[config.mk]
export PLATFORM = sky130hd
export DESIGN_NAME = click_to_cell_decoder
export DESIGN_NICKNAME = d
export VERILOG_FILES = /design/src/rtl/click_to_cell_decoder.sv
export SDC_FILE = /design/constraint.sdc
export NUM_CORES = 1
export LEC_CHECK = 0
export BUFFER_PORTS_ARGS = -buffer_cell sky130_fd_sc_hd__buf_2
export CAP_MARGIN = 25
export CORE_ASPECT_RATIO = 1.5
export CORE_MARGIN = 1
export CORE_UTILIZATION = 50
export CTS_CLUSTER_DIAMETER = 40
export DETAILED_ROUTE_END_ITERATION = 10
export PLACE_DENSITY = 0.78
export SKIP_LAST_GASP = 1
export SYNTH_ARGS = -nofsm -noshare
export SYNTH_HDL_FRONTEND = slang
export SYNTH_SLANG_ARGS = --single-unit
export TNS_END_PERCENT = 1
[constraint.sdc]
create_clock -name clk_100MHz -period 2.4 [get_ports clk_100MHz]
set_input_delay 0.12 -clock clk_100MHz [delete_from_list [all_inputs] [get_ports clk_100MHz]]
set_output_delay 0.12 -clock clk_100MHz [all_outputs]
set_load 0.01 [all_outputs]
[src/rtl/click_to_cell_decoder.sv]
// rtl/click_to_cell_decoder.sv - mouse button/pointer front end producing one-hot cell and control pulses
module click_to_cell_decoder #(
  parameter int DEB_CYCLES = 100000,
  parameter int PULSE_LEN  = 4,
  parameter int X0         = 220,
  parameter int Y0         = 140,
  parameter int CELL       = 66,
  parameter int CW         = 10
) (
  input  logic          clk_100MHz,
  input  logic          reset,
  input  logic [CW-1:0] mouse_x,
  input  logic [CW-1:0] mouse_y,
  input  logic          btn_left,
  input  logic          btn_right,
  input  logic          btn_middle,
  output logic [8:0]    cuadro,
  output logic          randomClick,
  output logic          restart,
  output logic          erase,
  output logic          busy
);

  localparam logic [1:0] IDLE     = 2'd0;
  localparam logic [1:0] DEBOUNCE = 2'd1;
  localparam logic [1:0] PULSE    = 2'd2;
  localparam logic [1:0] RELEASE  = 2'd3;

  localparam int DW = $clog2(DEB_CYCLES + 1);
  localparam int PW = $clog2(PULSE_LEN + 1);
  localparam logic [DW-1:0] DEB_LAST = DW'(DEB_CYCLES - 1);
  localparam logic [PW-1:0] PUL_LAST = PW'(PULSE_LEN - 1);

  // Two spare bits so X0+3*CELL never wraps in the comparisons
  localparam int EW = CW + 2;
  localparam logic [EW-1:0] XB0 = EW'(X0);
  localparam logic [EW-1:0] XB1 = EW'(X0 + CELL);
  localparam logic [EW-1:0] XB2 = EW'(X0 + 2 * CELL);
  localparam logic [EW-1:0] XB3 = EW'(X0 + 3 * CELL);
  localparam logic [EW-1:0] YB0 = EW'(Y0);
  localparam logic [EW-1:0] YB1 = EW'(Y0 + CELL);
  localparam logic [EW-1:0] YB2 = EW'(Y0 + 2 * CELL);
  localparam logic [EW-1:0] YB3 = EW'(Y0 + 3 * CELL);

  // Button vectors are ordered {right, middle, left}
  logic [2:0]    meta_q, sync_q;
  logic [1:0]    state_q, state_d;
  logic [2:0]    sel_q, sel_d;
  logic [DW-1:0] deb_q, deb_d;
  logic [PW-1:0] pul_q, pul_d;
  logic [8:0]    cuadro_q, cuadro_d;
  logic          rnd_q, rnd_d;
  logic          rst_q, rst_d;
  logic          era_q, era_d;

  logic [EW-1:0] xe, ye;
  logic [2:0]    col_oh, row_oh;
  logic [8:0]    cell_oh;
  logic [2:0]    prio_oh;

  // Two-flop synchronisers for the asynchronous button levels
  always_ff @(posedge clk_100MHz) begin
    if (reset) begin
      meta_q <= 3'b000;
      sync_q <= 3'b000;
    end else begin
      meta_q <= {btn_right, btn_middle, btn_left};
      sync_q <= meta_q;
    end
  end

  // Map the pointer onto the board with range compares; an out-of-range axis leaves its one-hot empty
  always_comb begin
    xe        = {2'b00, mouse_x};
    ye        = {2'b00, mouse_y};
    col_oh[0] = (xe >= XB0) && (xe < XB1);
    col_oh[1] = (xe >= XB1) && (xe < XB2);
    col_oh[2] = (xe >= XB2) && (xe < XB3);
    row_oh[0] = (ye >= YB0) && (ye < YB1);
    row_oh[1] = (ye >= YB1) && (ye < YB2);
    row_oh[2] = (ye >= YB2) && (ye < YB3);
    cell_oh   = 9'd0;
    for (int r = 0; r < 3; r++) begin
      for (int c = 0; c < 3; c++) begin
        cell_oh[r*3+c] = row_oh[r] & col_oh[c];
      end
    end
  end

  // Right beats middle beats left when several buttons arrive together
  always_comb begin
    if (sync_q[2])      prio_oh = 3'b100;
    else if (sync_q[1]) prio_oh = 3'b010;
    else                prio_oh = 3'b001;
  end

  // Next-state logic: debounce the chosen button, emit one fixed pulse, then wait for full release
  always_comb begin
    state_d  = state_q;
    sel_d    = sel_q;
    deb_d    = deb_q;
    pul_d    = pul_q;
    cuadro_d = cuadro_q;
    rnd_d    = rnd_q;
    rst_d    = rst_q;
    era_d    = era_q;
    case (state_q)
      IDLE: begin
        if (|sync_q) begin
          sel_d   = prio_oh;
          deb_d   = '0;
          state_d = DEBOUNCE;
        end
      end
      DEBOUNCE: begin
        if (!(|(sync_q & sel_q))) begin
          state_d = IDLE;
        end else if (deb_q == DEB_LAST) begin
          // Pointer is sampled here only; later movement cannot alter the pulse
          cuadro_d = sel_q[0] ? cell_oh : 9'd0;
          rnd_d    = sel_q[0];
          era_d    = sel_q[1];
          rst_d    = sel_q[2];
          pul_d    = '0;
          state_d  = PULSE;
        end else begin
          deb_d = deb_q + 1'b1;
        end
      end
      PULSE: begin
        if (pul_q == PUL_LAST) begin
          cuadro_d = 9'd0;
          rnd_d    = 1'b0;
          era_d    = 1'b0;
          rst_d    = 1'b0;
          state_d  = RELEASE;
        end else begin
          pul_d = pul_q + 1'b1;
        end
      end
      default: begin
        if (sync_q == 3'b000) state_d = IDLE;
      end
    endcase
  end

  // State and output registers; reset drops any pulse in progress on the same edge
  always_ff @(posedge clk_100MHz) begin
    if (reset) begin
      state_q  <= IDLE;
      sel_q    <= 3'b000;
      deb_q    <= '0;
      pul_q    <= '0;
      cuadro_q <= 9'd0;
      rnd_q    <= 1'b0;
      rst_q    <= 1'b0;
      era_q    <= 1'b0;
    end else begin
      state_q  <= state_d;
      sel_q    <= sel_d;
      deb_q    <= deb_d;
      pul_q    <= pul_d;
      cuadro_q <= cuadro_d;
      rnd_q    <= rnd_d;
      rst_q    <= rst_d;
      era_q    <= era_d;
    end
  end

  assign cuadro      = cuadro_q;
  assign randomClick = rnd_q;
  assign restart     = rst_q;
  assign erase       = era_q;
  assign busy        = (state_q != IDLE);

endmodule

==> reports/summary.txt, run 1 <==
syn nets -> 281
Synth Cell Area -> 2120 um^2
Hold Path Class -> primary input to register
peak supply drop -> 0.662 mV
final WL -> 4.34 mm
routed len/inst -> 12.9 um
hold-critical path depth -> 2
register area share after synthesis -> 0.405
total number of vias -> 1,912
drt drc -> 0
Die W -> 55.2 um
RR Endpoint -> pul_q[2]
Async SR Flop Fraction -> 0
final instance area -> 2440 um^2
Top FF cell, synth -> dfxtp_1
RSZ-0062 raised after global routing -> no
EDFF count, synth -> 0
Vert. Die Dim -> 81.8 um
largest net degree at the start of global routing -> 24
Area after DPL -> 2320 um^2
clock transition at the registers of the reported paths -> 80 ps
CP Data Required Time -> 2580 ps
ANT nets after route -> 0
Port Buffers -> 35
CTS H-tree depth -> 2
post-synth top area share -> 0.405
DPL Wire Length -> 3.23 mm
Final Hold Fails -> 0
CTS buffer count -> 5
CP Launch Type -> register
latest clock arrival within the worst-skew pair -> 300 ps
vias in the first global route -> 1,617
syn avg cell area -> 8.39 um^2
global-route wire length before repair -> 6.88 mm
Worst Skew -> 8.21 ps
drt first-iter violations -> 72
Setup crit end kind -> register
Final #Nets -> 317
Final setup viols -> 0
FILL cells -> 391
fraction of layout cells with a size suffix above 1 -> 0.183
Hold Startpoint -> btn_right
relative max-transition margin -> 0.524
period utilization -> 0.925
gpl congestion -> 0.829
Period minus WS final -> 2220 ps
Worst-Margin Slew -> 714 ps
post-synth top area cell -> dfxtp_1
Root Buffer -> clkbuf_8
Setup TNS -> 0 ps
area grow syn2layout -> 15.0%
register bit total from synthesis -> 43
Syn. warnings -> 0
Max Clk Rate -> 450 MHz
# diodes -> 0
WP data arrival -> 2400 ps
Min-Delay Endpoint -> meta_q[2]
CTS tree -> built
Power Density -> 583 nW/um^2
Setup Fix Bufs, Post-CTS -> 0
initial antenna violation count -> 0
# Max-Cap Violations -> 0
Num Clock Sinks -> 43
Mapped Cells -> 253
Reg2Reg Launch Point -> deb_q[0]
post-cts gate resize count -> 0
# IOs -> 38
Final Max Slew Viols -> 0
gr ovfl total -> 0
clk buf depth -> 2
Crit. Startpoint -> deb_q[0]
Rows -> 28
critical setup path kind -> register to register
die area -> 4520 um^2
Initial Util -> 0.532
Pleak -> 0.905 nW
Vias/cell -> 5.71
synth top area cells -> dfxtp_1, nor2_1, nand2_1
DR pass1 iterations -> 4
R2R depth -> 7
R2R setup slack -> 180 ps
CP Max Fanout -> 19
status -> complete, no violations
core area -> 3990 um^2
Yosys cell types -> 50
# hold bufs at CTS -> 0
GRT Total Usage -> 0.194
[registers in the layout, indices dropped and copies added, names as in the netlist]
signal       cells
restart          1
meta_q           3
sel_q            3
cuadro           9
state_q          2
erase            1
pul_q            3
sync_q           3
randomClick      1
deb_q           17
[metal layers]
metal	GRT usage	part of all wire
met4	0.133	0.042
met3	0.0346	0.037
met5	0	0
met2	0.369	0.53
met1	0.192	0.40
[through the flow]
step / power [mW] / utilization / hold slack [ps] / setup slack [ps] / std cells
6_report: 1.42 / 0.612 / 31.1 / 180 / 335
2_1_floorplan: 0.812 / - / 248 / 274 / 253
4_1_cts: 1.44 / 0.612 / 21.2 / 177 / 335
5_1_grt: 1.49 / 0.612 / 31.2 / 13.6 / 335
3_5_place_dp: 0.854 / 0.581 / 333 / 183 / 327
3_3_place_gp: 0.852 / 0.581 / 328 / 207 / 327
[cell usage in the layout, fill, tap and decap left out, types with 2 or more instances in the layout]
| cell type | count |
|---|---|
| a2111oi_0 | 2 |
| a21oi_1 | 14 |
| and2_1 | 5 |
| and4_1 | 3 |
| buf_2 | 35 |
| buf_4 | 4 |
| clkbuf_8 | 6 |
| dfxtp_1 | 43 |
| ha_1 | 3 |
| inv_1 | 4 |
| mux2i_1 | 3 |
| nand2_1 | 23 |
| nand2b_1 | 3 |
| nand3_1 | 14 |
| nand3b_1 | 4 |
| nand4_1 | 8 |
| nor2_1 | 30 |
| nor2b_1 | 13 |
| nor3_1 | 4 |
| nor4_1 | 6 |
| o211ai_1 | 3 |
| o21ai_0 | 6 |
| o21ai_1 | 10 |
| o41ai_1 | 2 |
| or3_1 | 6 |
| or4_1 | 2 |
| xnor2_1 | 4 |
| xor2_1 | 6 |
[worst max-delay path by stage]
stage / endpoint / slack [ps]
after detailed placement: pul_q[2] / 180
after global placement: pul_q[2] / 210
after floorplan: pul_q[1] / 270
after global routing: deb_q[5] / 10
final: pul_q[2] / 180
after CTS: pul_q[2] / 180
[worst max-delay path, stage by stage (launching register included)]
cell     delay, ps
dfxtp_1        390
ha_1           220
nand3_2        130
or4b_4         560
or3_1          380
buf_4          210
a31oi_1        170
nor2_1          50
[synthesized netlist by cell type, drive strengths merged, types with 4 or more instances]
cell type,instances
a21oi,14
and2,5
buf,6
clkbuf,4
dfxtp,43
inv,5
nand2,23
nand3,15
nand3b,4
nand4,8
nor2,30
nor2b,13
nor3,4
nor4,6
o21ai,16
or3,6
xnor2,4
xor2,6
[where the power goes]
group,switching [mW],total [mW],internal [mW]
clock,0.245,0.587,0.342
sequential,0.00942,0.731,0.722
combinational,0.0643,0.106,0.0419
[final cells by class]
| class | count | area (um^2) | area share |
|---|---|---|---|
| multi-input cells | 195 | 1180 | 0.483 |
| flip-flops and latches | 43 | 861 | 0.352 |
| repair buffers | 39 | 205 | 0.0840 |
| clock buffers | 6 | 82.6 | 0.0338 |
| well taps | 45 | 56.3 | 0.0231 |
| clock inverters | 2 | 38.8 | 0.0159 |
| inverters | 5 | 18.8 | 0.00768 |
[cell families after synthesis]
logic type / synth area share
multiplexers: 0.0141
buffers and inverters: 0.0389
AND/OR/NAND/NOR: 0.325
adder cells (fa/ha/maj): 0.0177
XOR/XNOR: 0.0412
flip-flops: 0.405
AO/OA/AOI/OAI: 0.157
Note: power is estimated with default switching activity, not from simulation.
==> run 2, diff against run 1 <==
- GPL_TIMING_DRIVEN: not set -> 0
==> reports/summary.txt, run 2 (synthesis gave the netlist of run 1 again) <==
status -> complete, no violations
Net Sw Frac -> 0.232
Port Buffers -> 35
Multi-input gate area -> 1180 um^2
Setup TNS -> 0 ps
DPL Wire Length -> 3.37 mm
Power Density -> 565 nW/um^2
Rows -> 28
worst path cell trace -> ha_1, nand3_2, or4b_4, or3_1, buf_6, buf_6, a31oi_4, nor2_1
Worst Skew -> 7.70 ps
clock transition at the registers of the reported paths -> 80 ps
Seq pwr share -> 0.523
Final Util -> 0.617
initial antenna violation count -> 0
hold slack -> 28.5 ps
Global Route met3 Usage -> 0.0441
DR pass1 iterations -> 6
met1 Use GR -> 0.210
Vert. Die Dim -> 81.8 um
critical setup path kind -> register to register
core area -> 3990 um^2
internal power -> 1.07 mW
max reg flops -> 17
Setup Fix Bufs, Post-CTS -> 0
period utilization -> 0.954
drt first-iter violations -> 56
Vias/cell -> 5.80
gr ovfl total -> 0
Critical Path Max Stage Delay -> 580 ps
routed len/inst -> 13.3 um
largest net degree at the start of global routing -> 14
Largest Register -> deb_q
commonest non-fill, non-tap cell in the layout -> dfxtp_1
Post-Place Worst Slack -> 117 ps
peak supply drop -> 0.453 mV
most common cell type on the critical path -> buf_6
latest clock arrival within the worst-skew pair -> 290 ps
Final #Nets -> 323
Final Hold Fails -> 0
total number of vias -> 1,973
CTS tree -> built
area grow syn2layout -> 16.0%
CP Launch Type -> register
Psw -> 0.322 mW
Worst-Margin Slew -> 991 ps
GRT Total Usage -> 0.213
Top Usage Layer GRT -> met2
area occupied by registers -> 862 um^2
GR Util met2 -> 0.417
Die W -> 55.2 um
relative max-transition margin -> 0.322
WP data arrival -> 2470 ps
drt drc -> 0
Final setup viols -> 0
die area -> 4520 um^2
global-route wire length before repair -> 7.69 mm
Root Buffer -> clkbuf_8
CP Data Required Time -> 2580 ps
Period minus WS final -> 2290 ps
Num Clock Sinks -> 43
gpl congestion -> 0.896
post-cts gate resize count -> 0
FILL cells -> 384
commonest cells after routing, fill and taps aside -> dfxtp_1, buf_2, nor2_1, nand2_1
RSZ-0062 raised after global routing -> no
Pleak -> 0.912 nW
Hold Path Class -> primary input to register
fraction of layout cells with a size suffix above 1 -> 0.186
CP bufs+invs -> 2
Final WS setup -> 110 ps
final WL -> 4.54 mm
Setup crit end kind -> register
Initial Util -> 0.532
logic gate share of total power -> 0.081
Max stage delay cell, worst path -> or4b_4
# hold bufs at CTS -> 0
clock power share -> 0.396
clk buf depth -> 2
vias in the first global route -> 1,878
CP Max Fanout -> 10
CTS buffer count -> 5
CTS H-tree depth -> 2
# Max-Cap Violations -> 0
Top delay family on crit path -> simple AND/OR/NAND/NOR gates
Max Clk Rate -> 437 MHz
# diodes -> 0
# IOs -> 38
ANT nets after route -> 0
Final Max Slew Viols -> 0
## run 2: cell count changes in the layout (fill, tap and decap cells not counted)
cell        before  now
dfxtp_2          0    1
clkbuf_1         0    4
inv_6            1    0
dfxtp_1         43   42
buf_2           35   38
buf_6            0    3
clkinvlp_4       0    1
buf_4            4    0
clkbuf_8         6    5
## run 2: routing by layer
layer	routed length [um]	vias up
li1	-	998
met1	1820	929
met2	2470	39
met3	151	7
met4	99	0
met5	0	-
## run 2: final timing paths
path | from | end | slack, ps | cells after the start
worst max-delay path | deb_q[1] | pul_q[1] | 110 | 8
worst min-delay path | btn_right | meta_q[2] | 30 | 2
worst max register to register | deb_q[1] | pul_q[1] | 110 | 8
worst min register to register | meta_q[1] | sync_q[1] | 440 | 1
## run 2: through the flow
step	std cells	area, um^2	total power, mW
global route	340	2460	1.44
floorplan	253	2120	0.812
CTS	340	2460	1.40
global placement	333	2350	0.854
detailed placement	333	2350	0.857
finish	340	2460	1.39
## run 2: area by class of cell
| type | count | area share |
|---|---|---|
| timing repair buffer | 35 | 0.0711 |
| buffer | 10 | 0.0259 |
| clock inverter | 2 | 0.0152 |
| tap | 45 | 0.0229 |
| multi-input combinational | 195 | 0.479 |
| sequential | 43 | 0.350 |
| clock buffer | 5 | 0.0279 |
| inverter | 5 | 0.00762 |
## run 2: power groups by stage
stage / Sequential (mW) / Clock [mW] / Combinational, mW
final: 0.729 / 0.551 / 0.112
after global routing: 0.730 / 0.586 / 0.126
after CTS: 0.728 / 0.560 / 0.112
after detailed placement: 0.745 / 0 / 0.112
after global placement: 0.745 / 0 / 0.109
after floorplan: 0.744 / 0 / 0.0685
==> run 3, diff against run 2 <==
- PLACE_DENSITY: 0.78 -> 0.81
- clock period: 2.4 -> 1.9 ns (I/O delays scaled with it)
==> reports/summary.txt, run 3 (synthesis gave the netlist of run 1 again) <==
status -> finished with violations
violated checks -> negative setup slack
drt first-iter violations -> 65
met1 Use GR -> 0.205
Die W -> 55.2 um
# IOs -> 38
Top Usage Layer GRT -> met2
Vert. Die Dim -> 81.8 um
clock transition at the registers of the reported paths -> 80 ps
CP Data Required Time -> 2070 ps
CTS H-tree depth -> 2
RSZ-0062 raised after global routing -> yes
clk buf depth -> 2
DPL Wire Length -> 3.33 mm
Final Hold Fails -> 0
FILL cells -> 358
final instance area -> 2560 um^2
RR Endpoint -> pul_q[1]
latest clock arrival within the worst-skew pair -> 290 ps
Global Route met3 Usage -> 0.0425
Port Buffers -> 35
largest net degree at the start of global routing -> 13
peak supply drop -> 0.562 mV
GR Util met2 -> 0.427
# Max-Cap Violations -> 0
period utilization -> 1.06
Setup crit end kind -> register
# diodes -> 0
initial antenna violation count -> 0
R2R setup slack -> -110 ps
CTS buffer count -> 5
total power -> 1.65 mW
GRT Total Usage -> 0.218
hold slack -> 9.49 ps
Root Buffer -> clkbuf_8
Final WS setup -> -112 ps
die area -> 4520 um^2
Final setup viols -> 23
global-route wire length before repair -> 7.82 mm
Min-Delay Endpoint -> meta_q[1]
core area -> 3990 um^2
relative max-transition margin -> 0.449
Initial Util -> 0.532
WP data arrival -> 2180 ps
Worst Skew -> 4.50 ps
Pleak -> 0.961 nW
fraction of layout cells with a size suffix above 1 -> 0.224
Rows -> 28
commonest non-fill, non-tap cell in the layout -> dfxtp_1
area grow syn2layout -> 20.4%
CP Launch Type -> register
routed len/inst -> 13.3 um
drt drc -> 0
critical setup path kind -> register to register
Max Clk Rate -> 497 MHz
final WL -> 4.63 mm
Power Density -> 644 nW/um^2
Multi-input gate area -> 1210 um^2
# hold bufs at CTS -> 0
Num Clock Sinks -> 43
area occupied by registers -> 863 um^2
Vias/cell -> 5.80
Period minus WS final -> 2010 ps
Area after DPL -> 2380 um^2
max reg flops -> 17
Final Max Slew Viols -> 0
DR pass1 iterations -> 4
Hold Path Class -> primary input to register
gpl congestion -> 0.864
hold-critical path depth -> 2
ANT nets after route -> 0
total number of vias -> 2,019
Hold Startpoint -> btn_middle
vias in the first global route -> 1,909
Largest Register -> deb_q
Worst-Margin Slew -> 806 ps
CP Max Fanout -> 8
Reg2Reg Launch Point -> deb_q[1]
gr ovfl total -> 0
CTS tree -> built
commonest cells after routing, fill and taps aside -> dfxtp_1, buf_2, nor2_1, nand2_1
R2R depth -> 7
Final #Nets -> 331
==> run 3: changes by cell type in the layout (fill, tap and decap cells not counted), sizes merged <==
cell      change
clkinvlp      -1
clkbuf        +2
bufinv        -1
buf           +7
clkinv        +1
==> run 3: layout make-up <==
type | count | area share
multi-input cells | 195 | 0.473
flip-flops and latches | 43 | 0.338
repair buffers | 44 | 0.102
clock buffers | 6 | 0.0323
plain buffers | 9 | 0.0235
well taps | 45 | 0.0220
inverters | 5 | 0.00734
clock inverters | 1 | 0.00196
==> run 3: critical path, cell delays in order (launching register included) <==
cell	delay (ps)
dfxtp_2	360
ha_4	150
nand3_4	60
or4b_4	550
or3_4	430
buf_8	170
a31oi_4	110
nor2_1	50
==> run 3: per-stage QoR <==
| step | instances | setup slack, ps | util | TNS, ps |
|---|---|---|---|---|
| 5_1_grt | 348 | -199 | 0.640 | -4450 |
| 3_5_place_dp | 333 | -222 | 0.595 | -3370 |
| 6_report | 348 | -112 | 0.640 | -1480 |
| 2_1_floorplan | 253 | -93.0 | - | -597 |
| 4_1_cts | 347 | -153 | 0.631 | -1810 |
| 3_3_place_gp | 333 | -196 | 0.595 | -2590 |
==> run 3: report_power, final <==
group,internal (mW),switching [mW],leakage [nW]
Clock,0.285,0.288,0.0470
Sequential,0.912,0.00874,0.349
Combinational,0.0619,0.0900,0.565
==> run 3: what timing repair did <==
action | CTS | global route
pin swaps | 4 | 3
endpoints found under the setup margin | 33 | 34
endpoints found under the hold margin | 0 | 0
cloned | 0 | 1
setup buffers | 7 | 1
gates resized for setup | 1 | 6
==> run 3: layer usage <==
layer,part of all wire,vias to the layer above
li1,-,1011
met1,0.39,925
met2,0.52,65
met3,0.053,18
met4,0.038,0
met5,0,-
==> run 3: worst max path at each step <==
stage,startpoint,to,slack (ps)
after global routing,deb_q[1],deb_q[3],-200
after CTS,deb_q[0],pul_q[1],-150
after detailed placement,sync_q[2],deb_q[7],-220
after global placement,deb_q[1],pul_q[1],-200
after floorplan,deb_q[1],pul_q[1],-90
final,deb_q[1],pul_q[1],-110
